### src/rtl/timer_counter_if.sv
// Bridge-side bus of the timer/counter device: address, write strobe/data,
// combinational read word and the interrupt request back to the CPU.
interface timer_counter_if #(
  parameter int ADDR_WD = 4
);
  logic [ADDR_WD-1:0] Addr;
  logic               WE;
  logic [31:0]        DIN;
  logic [31:0]        DOUT;
  logic               IRQ;

  modport master (
    output Addr,
    output WE,
    output DIN,
    input  DOUT,
    input  IRQ
  );

  modport slave (
    input  Addr,
    input  WE,
    input  DIN,
    output DOUT,
    output IRQ
  );
endinterface

### src/rtl/timer_counter.sv
// Timer/counter device: CTRL/PRESET/COUNT registers, a four-state count FSM
// with one-shot and auto-reload modes, and a maskable level interrupt.
module timer_counter #(
  parameter int ADDR_WD = 4,
  parameter int CNT_WD  = 32
) (
  input logic           clk,
  input logic           reset,
  timer_counter_if.slave bus
);

  typedef enum logic [1:0] {
    IDLE = 2'd0,
    LOAD = 2'd1,
    CNT  = 2'd2,
    INT  = 2'd3
  } stateT;

  localparam logic [1:0] SEL_CTRL   = 2'd0;
  localparam logic [1:0] SEL_PRESET = 2'd1;
  localparam logic [1:0] SEL_COUNT  = 2'd2;

  stateT             stateReg,   stateNext;
  logic [3:0]        ctrlReg,    ctrlNext;
  logic [CNT_WD-1:0] presetReg,  presetNext;
  logic [CNT_WD-1:0] countReg,   countNext;
  logic              pendingReg, pendingNext;
  logic              irqReg;

  logic [1:0] regSel;
  logic       ctrlWr;
  logic       presetWr;
  logic       enable;
  logic       autoReload;
  logic       pendingSet;
  logic       pendingClr;
  logic       unusedAddr;

  assign regSel     = bus.Addr[3:2];
  assign ctrlWr     = bus.WE && (regSel == SEL_CTRL);
  assign presetWr   = bus.WE && (regSel == SEL_PRESET);
  assign enable     = ctrlReg[0];
  // Only mode 1 reloads; modes 2 and 3 fall back to one-shot.
  assign autoReload = (ctrlReg[2:1] == 2'd1);
  assign unusedAddr = ^bus.Addr[1:0];

  always_comb begin
    stateNext   = stateReg;
    ctrlNext    = ctrlReg;
    presetNext  = presetReg;
    countNext   = countReg;
    pendingNext = pendingReg;
    pendingSet  = 1'b0;
    pendingClr  = 1'b0;

    case (stateReg)
      IDLE: begin
        if (enable) begin
          stateNext = LOAD;
        end
      end
      LOAD: begin
        countNext = presetReg;
        stateNext = CNT;
      end
      CNT: begin
        if (!enable) begin
          stateNext = IDLE;
        end else if (countReg > CNT_WD'(1)) begin
          countNext = countReg - CNT_WD'(1);
        end else begin
          // Expiry on 1 or 0, so a zero preset behaves like one and COUNT never wraps.
          countNext  = '0;
          pendingSet = 1'b1;
          stateNext  = INT;
          if (!autoReload) begin
            ctrlNext[0] = 1'b0;
          end
        end
      end
      INT: begin
        if (autoReload && enable) begin
          pendingClr = 1'b1;
          stateNext  = LOAD;
        end else begin
          stateNext = IDLE;
        end
      end
      default: begin
        stateNext = IDLE;
      end
    endcase

    // CPU write to CTRL overrides the one-shot enable clear on the same edge.
    if (ctrlWr) begin
      ctrlNext = bus.DIN[3:0];
    end
    if (presetWr) begin
      presetNext = CNT_WD'(bus.DIN);
    end

    // A set from the FSM beats any clear on the same edge.
    if (pendingSet) begin
      pendingNext = 1'b1;
    end else if (pendingClr || ctrlWr) begin
      pendingNext = 1'b0;
    end
  end

  always_ff @(posedge clk) begin
    if (reset) begin
      stateReg   <= IDLE;
      ctrlReg    <= '0;
      presetReg  <= '0;
      countReg   <= '0;
      pendingReg <= 1'b0;
      irqReg     <= 1'b0;
    end else begin
      stateReg   <= stateNext;
      ctrlReg    <= ctrlNext;
      presetReg  <= presetNext;
      countReg   <= countNext;
      pendingReg <= pendingNext;
      irqReg     <= pendingNext & ctrlNext[3];
    end
  end

  assign bus.IRQ = irqReg;

  always_comb begin
    bus.DOUT = 32'd0;
    case (regSel)
      SEL_CTRL:   bus.DOUT = {28'd0, ctrlReg};
      SEL_PRESET: bus.DOUT = 32'(presetReg);
      SEL_COUNT:  bus.DOUT = 32'(countReg);
      default:    bus.DOUT = 32'd0;
    endcase
  end

endmodule

### src/flat_wrapper.sv
// flat-port wrapper written by rule: the top's interface ports become plain ports
module timer_counter_flat 
#(
  parameter int ADDR_WD = 4,
  parameter int CNT_WD  = 32
)
  (clk, reset, bus_Addr, bus_WE, bus_DIN, bus_DOUT, bus_IRQ);
  timer_counter_if #(.ADDR_WD(ADDR_WD)) bus_i ();
  input logic clk;
  input logic reset;
  input wire logic [$bits(bus_i.Addr)-1:0] bus_Addr;
  input wire logic [$bits(bus_i.WE)-1:0] bus_WE;
  input wire logic [$bits(bus_i.DIN)-1:0] bus_DIN;
  output wire logic [$bits(bus_i.DOUT)-1:0] bus_DOUT;
  output wire logic [$bits(bus_i.IRQ)-1:0] bus_IRQ;
  assign bus_i.Addr = bus_Addr;
  assign bus_i.WE = bus_WE;
  assign bus_i.DIN = bus_DIN;
  assign bus_DOUT = bus_i.DOUT;
  assign bus_IRQ = bus_i.IRQ;
  timer_counter #(.ADDR_WD(ADDR_WD), .CNT_WD(CNT_WD)) u_core (.clk(clk), .reset(reset), .bus(bus_i));
endmodule
### config.mk
export PLATFORM = sky130hd
export DESIGN_NAME = timer_counter_flat
export DESIGN_NICKNAME = d
export VERILOG_FILES = /design/src/rtl/timer_counter_if.sv /design/src/rtl/timer_counter.sv /design/src/flat_wrapper.sv
export SDC_FILE = /design/constraint.sdc
export NUM_CORES = 1
export LEC_CHECK = 0
export CAP_MARGIN = 5
export CORE_ASPECT_RATIO = 0.8
export CORE_MARGIN = 3
export CORE_UTILIZATION = 48
export CTS_CLUSTER_SIZE = 20
export DETAILED_ROUTE_END_ITERATION = 16
export PLACE_DENSITY_LB_ADDON = 0.05
export SLEW_MARGIN = 20
export SYNTH_ARGS = -nofsm -noshare
export SYNTH_HDL_FRONTEND = slang
export SYNTH_SLANG_ARGS = --single-unit
### constraint.sdc
create_clock -name clk -period 2.2 [get_ports clk]
set_input_delay 0.44 -clock clk [delete_from_list [all_inputs] [get_ports clk]]
set_output_delay 0.44 -clock clk [all_outputs]
set_load 0.02 [all_outputs]
Yosys cells after proc, flatten, opt, wreduce, memory -nomap -nowiden
Index checks and enable logic that the tools add are counted.
W data, S select, Z words.
- flip-flop bits (word level): 72
- input port bits: 39
- output and inout bits: 33
- $add $sub $neg: 1
- magnitude comparators: 1
- eq/ne operators: 9
- mux-type cells: 21
- bitwise gates (word level): 1
- reductions and logical operators: 10
- operator list (cell ; number):
    $pmux W32 S3 ; 1
    $mux W32 ; 2
    $pmux W32 S2 ; 1
    $gt A32 B1 Y1 const B ; 1
    $sub A32 B1 Y32 const B ; 1
    $mux W1 ; 12
    $pmux W2 S4 ; 1
    $eq A2 B1 Y1 const B ; 3
    $eq A2 B2 Y1 const B ; 3
    $mux W2 ; 3
    $logic_not A2 Y1 ; 2
    $mux W4 ; 1
    $ne A2 B1 Y1 const B ; 2
    $reduce_and A2 Y1 ; 2
    $reduce_bool A2 Y1 ; 2
    $logic_and A1 B1 Y1 ; 3
    $ne A3 B3 Y1 const B ; 1
    $and A1 B1 Y1 ; 1
    $logic_or A1 B1 Y1 ; 1

Longest topological paths before layout
- depth after elaboration: 8
- gate-level depth with buffers: 8

Least setup slack after synthesis
No wires, ideal clock.
- kind: reg2reg
- start point: register u_core.countReg[26]
- end point: register u_core.ctrlReg[0]
- data arrival time: 2231 ps
- required time: 2068 ps
- slack: -163 ps
- stages on the path, launching flop included: 8
- path buffers: 1
- clock period less this slack: 2363 ps
- cells stage by stage: dfxtp_1 buf_6 or4_4 or3_4 nor3_1 nand2_1 o311ai_1 a21oi_1
- cells in the longest elaborated chain, start to end: 5
- ends and longest elaborated chain (element ; line ; source):
    start, declared ; timer_counter.sv:26 ; logic [CNT_WD-1:0] countReg, countNext;
    start signal, assigned ; timer_counter.sv:122 ; countReg <= countNext;
    $gt A32 B1 Y1 ; timer_counter.sv:69 ; end else if (countReg > CNT_WD'(1)) begin
    $mux W1 ; timer_counter.sv:69 ;
    $mux W1 ; timer_counter.sv:67 ; if (!enable) begin
    $mux W1 ; timer_counter.sv:56 ; case (stateReg)
    $mux W4 ; timer_counter.sv:95 ; if (ctrlWr) begin
    end signal, assigned ; timer_counter.sv:120 ; ctrlReg <= ctrlNext;
    end, declared ; timer_counter.sv:24 ; logic [3:0] ctrlReg, ctrlNext;
No other way between the ends. The select of a mux whose other input is x is not followed.
A chain may end at the register's enable or synchronous reset.

Worst setup path after layout
- start point: register u_core.countReg[26]
- end point: register u_core.countReg[31]
- cells in the longest elaborated chain, start to end: 4
- elaborated cells on any way between the ends: 5
- classes of those cells: add/sub (1); order compare (1); mux (3)
- ends and longest elaborated chain (element ; line):
    $sub A32 B1 Y32 / $gt A32 B1 Y1 (equally long branches) ; timer_counter.sv:70, timer_counter.sv:69
    $mux W32 (*) ; timer_counter.sv:69
    $mux W32 (*) ; timer_counter.sv:67
    $pmux W32 S2 (*) ; timer_counter.sv:56
Every way passes the cells marked *; elsewhere a longest branch is shown, timed or not. The select of a mux whose other input is x is not followed.

==> flow_metrics.tcl <==
set metrics [dict create \
    crit_buf_inv 2 \
    worstSetupPathType "flip-flop to flip-flop" \
    crit_arrival_ps 2390 \
    drt_wl_total_mm 13.2 \
    diodes 0 \
    worstRegToRegCells 8 \
    cts_tree "done" \
    rsz0062_at_grt "true" \
    route.detailed.drc 0 \
    routabilityCongestion 0.868 \
    syn_avg_cell_area_um2 7.47 \
    synth_cell_types 49 \
    worstPathCellList "or4_4 > or3_4 > buf_4 > nor3_4 > buf_6 > o211ai_1 > a32oi_1 > nor2_1" \
    numPortBuffers 69 \
    synth_cells 525 \
    p_per_area_mw_per_mm2 554 \
    required_ps 2420 \
    clk_latency_ps 360 \
    hpwl_mm 8.45 \
    syn_to_final_growth_pct 44.7 \
    grt_usage 0.286 \
    cp-end-kind "flip-flop" \
    drv_cap 0 \
    die_x_um 107 \
    yosys.area_share.xor_xnor 0.00223 \
    placementRows 28 \
    synth_top_family_by_area "compound AO/OA/AOI/OAI gates" \
    drive_gt1_frac 0.232 \
    cts-root-buf "clkbuf_8" \
    initial_utilization 0.511 \
    drtAntennaViolNets 0 \
    hp-start "u_core.presetReg[17]$_SDFFE_PP0P_" \
    synth_edf_count 0 \
    cts_buffers 9 \
    synthMuxAreaShare 0.0156 \
    synth_fp_nets 566 \
    report.final.slew_viol_count 0 \
    final_hold_viol_count 0 \
    ys_async_sr_fraction 0 \
    ys_ff_latch 72 \
    max_stage_delay_ps 540 \
    setup_viol 0 \
    fmax_mhz 460 \
    clock_path_buffers 2 \
    path_max_fanout 5 \
    synthAdderAreaFrac 0.00638 \
    synth_sequential_area_ratio 0.367 \
    synth_area_mm2 0.00392 \
    r2r_slack_ps 30 \
    yosys.area_share.simple 0.276 \
    synth_area_leaders "dfxtp_1, nand2_1, a21oi_1" \
    max_slew.worst_pin.slew_ps 608 \
    pin_count 72 \
    synth_top_area_frac 0.367 \
    dieArea_mm2 0.00930 \
    routed-via-count 4527 \
    startpoint_type "flip-flop" \
    viasPerCell 6.10 \
    p_leak_uw 0.00213 \
    synth_area_leader_cell "dfxtp_1" \
    grt_first_pass_wirelength_mm 21.0 \
    layout_min_cycle_time_ps 2170 \
    ys.flop_type "dfxtp_1" \
    grt_remaining_overflow 0 \
    numClockSinks 72 \
    antenna_found_initial 0 \
    holdPathStages 2 \
    peakVddDrop_uv 305 \
    nets 673 \
    firstDrtPassIters 5 \
    outcome "completed" \
    critPathSlowestCell "or4_4" \
    postCtsHoldBufs 0 \
    period_share 0.988 \
    skew_ps 8.71 \
    grt_pass1_vias 4179 \
    whs_endpoint "u_core.presetReg[17]$_SDFFE_PP0P_" \
    hp-class "flip-flop to flip-flop" \
    relSlewSlack 0.594 \
    r2r_end "u_core.countReg[31]$_SDFFE_PP0P_" \
    ys_warn_count 0 \
    grt_max_degree 39 \
    power.total_uw 3140 \
    core_area_mm2 0.00767 \
    fp.dieH_um 86.9 \
    drt-wirelength-per-cell_um 17.8 \
    r2r_start "u_core.countReg[26]$_SDFFE_PP0P_" \
    utilization 0.740 \
    synth_compound_area_frac 0.284 \
    clk_pin_slew_ps 80 \
    cts_max_level 3 \
    drt_iter0_markers 396 \
    crit_family "simple AND/OR/NAND/NOR gates" \
]
routing by layer:
layer	vias up	routed length [um]	global-route usage
met5	-	0	0
met3	20	1200	0.0712
li1	2122	-	-
met1	2143	5660	0.381
met4	0	181	0.0801
met2	242	6160	0.462
synth_stat cells (6+ instances only):
cell type,instances
nand2b_1,7
dfxtp_1,72
nor2_1,24
nand3_1,17
nand4_1,6
a22o_1,29
a211oi_1,9
clkbuf_1,37
nor2b_1,6
o21ai_0,25
nor3_1,22
o41ai_1,8
a21oi_1,59
a31oi_1,10
nand2_1,122
nor4_1,7
a22oi_1,6
cells in the final DEF (no fill, tap or decap), types with 3 or more instances in the layout:
master	netlist	routed
a211oi_1	9	9
a21oi_1	59	55
a21oi_2	0	4
a221oi_2	2	3
a22o_1	29	29
a22oi_1	6	6
a31oi_1	10	10
and2_1	3	3
and3_1	4	4
buf_12	0	8
buf_4	2	56
clkbuf_8	0	9
clkdlybuf4s15_2	0	32
clkdlybuf4s50_1	0	34
dfxtp_1	72	71
inv_1	5	5
mux2i_1	5	5
nand2_1	122	121
nand2b_1	7	7
nand3_1	17	17
nand4_1	6	6
nor2_1	24	23
nor2b_1	6	4
nor3_1	22	18
nor4_1	7	4
nor4_4	2	5
o21ai_0	25	20
o21ai_1	0	5
o31ai_1	3	3
o41ai_1	8	6
or3_1	4	4
worst max-delay path by stage:
stage | startpoint | to | slack, ps | cells past startpoint
6_report | u_core.countReg[26]$_SDFFE_PP0P_ | u_core.countReg[31]$_SDFFE_PP0P_ | 30 | 8
5_1_grt | u_core.countReg[26]$_SDFFE_PP0P_ | u_core.countReg[29]$_SDFFE_PP0P_ | -40 | 8
4_1_cts | u_core.countReg[26]$_SDFFE_PP0P_ | u_core.countReg[8]$_SDFFE_PP0P_ | -4 | 8
3_5_place_dp | bus_Addr[2] | bus_DOUT[31] | -480 | 5
3_3_place_gp | bus_Addr[2] | bus_DOUT[1] | -400 | 6
2_1_floorplan | u_core.countReg[26]$_SDFFE_PP0P_ | u_core.countReg[1]$_SDFFE_PP0P_ | -100 | 8
worst reg2reg max path, delay by kind of cell, from the launching register on:
family                 cells  cell delay [ps]
AO/OA/AOI/OAI              2              290
buffers and inverters      2              300
flip-flops                 1              330
AND/OR/NAND/NOR            4             1120
flip-flops by register name (all words and copies together) (netlist names):
| register | count |
|---|---|
| u_core.bus.IRQ | 1 |
| u_core.pendingReg | 1 |
| u_core.countReg | 32 |
| u_core.presetReg | 32 |
| u_core.ctrlReg | 4 |
| u_core.stateReg | 2 |
where the power goes:
group	internal, uW	switching [uW]
logic	300	322
clock network	640	521
registers	1330	28.3
what timing repair did:
item                       CTS  global route
setup endpoints to repair   43            39
pin swaps                    5            11
gates resized for setup    117            18
setup buffers                5             2
gates cloned                 2             0
metrics by stage:
stage	hold slack (ps)	TNS (ps)	std cells	instance area (um^2)	setup WS, ps
2_1_floorplan	444	-910	525	3940	-104
3_3_place_gp	460	-12370	717	5130	-396
3_5_place_dp	461	-14870	717	5130	-481
4_1_cts	475	-6.24	740	5540	-3.61
5_1_grt	491	-213	742	5670	-45.0
6_report	471	0	742	5670	26.0
kinds of logic after synthesis:
logic type | count (synthesis)
flip-flops | 72
XOR/XNOR | 1
adder cells (fa/ha/maj) | 2
AND/OR/NAND/NOR | 232
AO/OA/AOI/OAI | 166
buffers and inverters | 46
multiplexers | 6
cell type report:
type | count | area (um^2)
Fill cell | 581 | 2000
Clock inverter | 5 | 81.3
Clock buffer | 11 | 131
Timing Repair Buffer | 137 | 1390
Tap cell | 105 | 131
Multi-Input combinational cell | 407 | 2480
Inverter | 5 | 18.8
Sequential cell | 72 | 1440
Note: power is estimated with default switching activity, not from simulation.
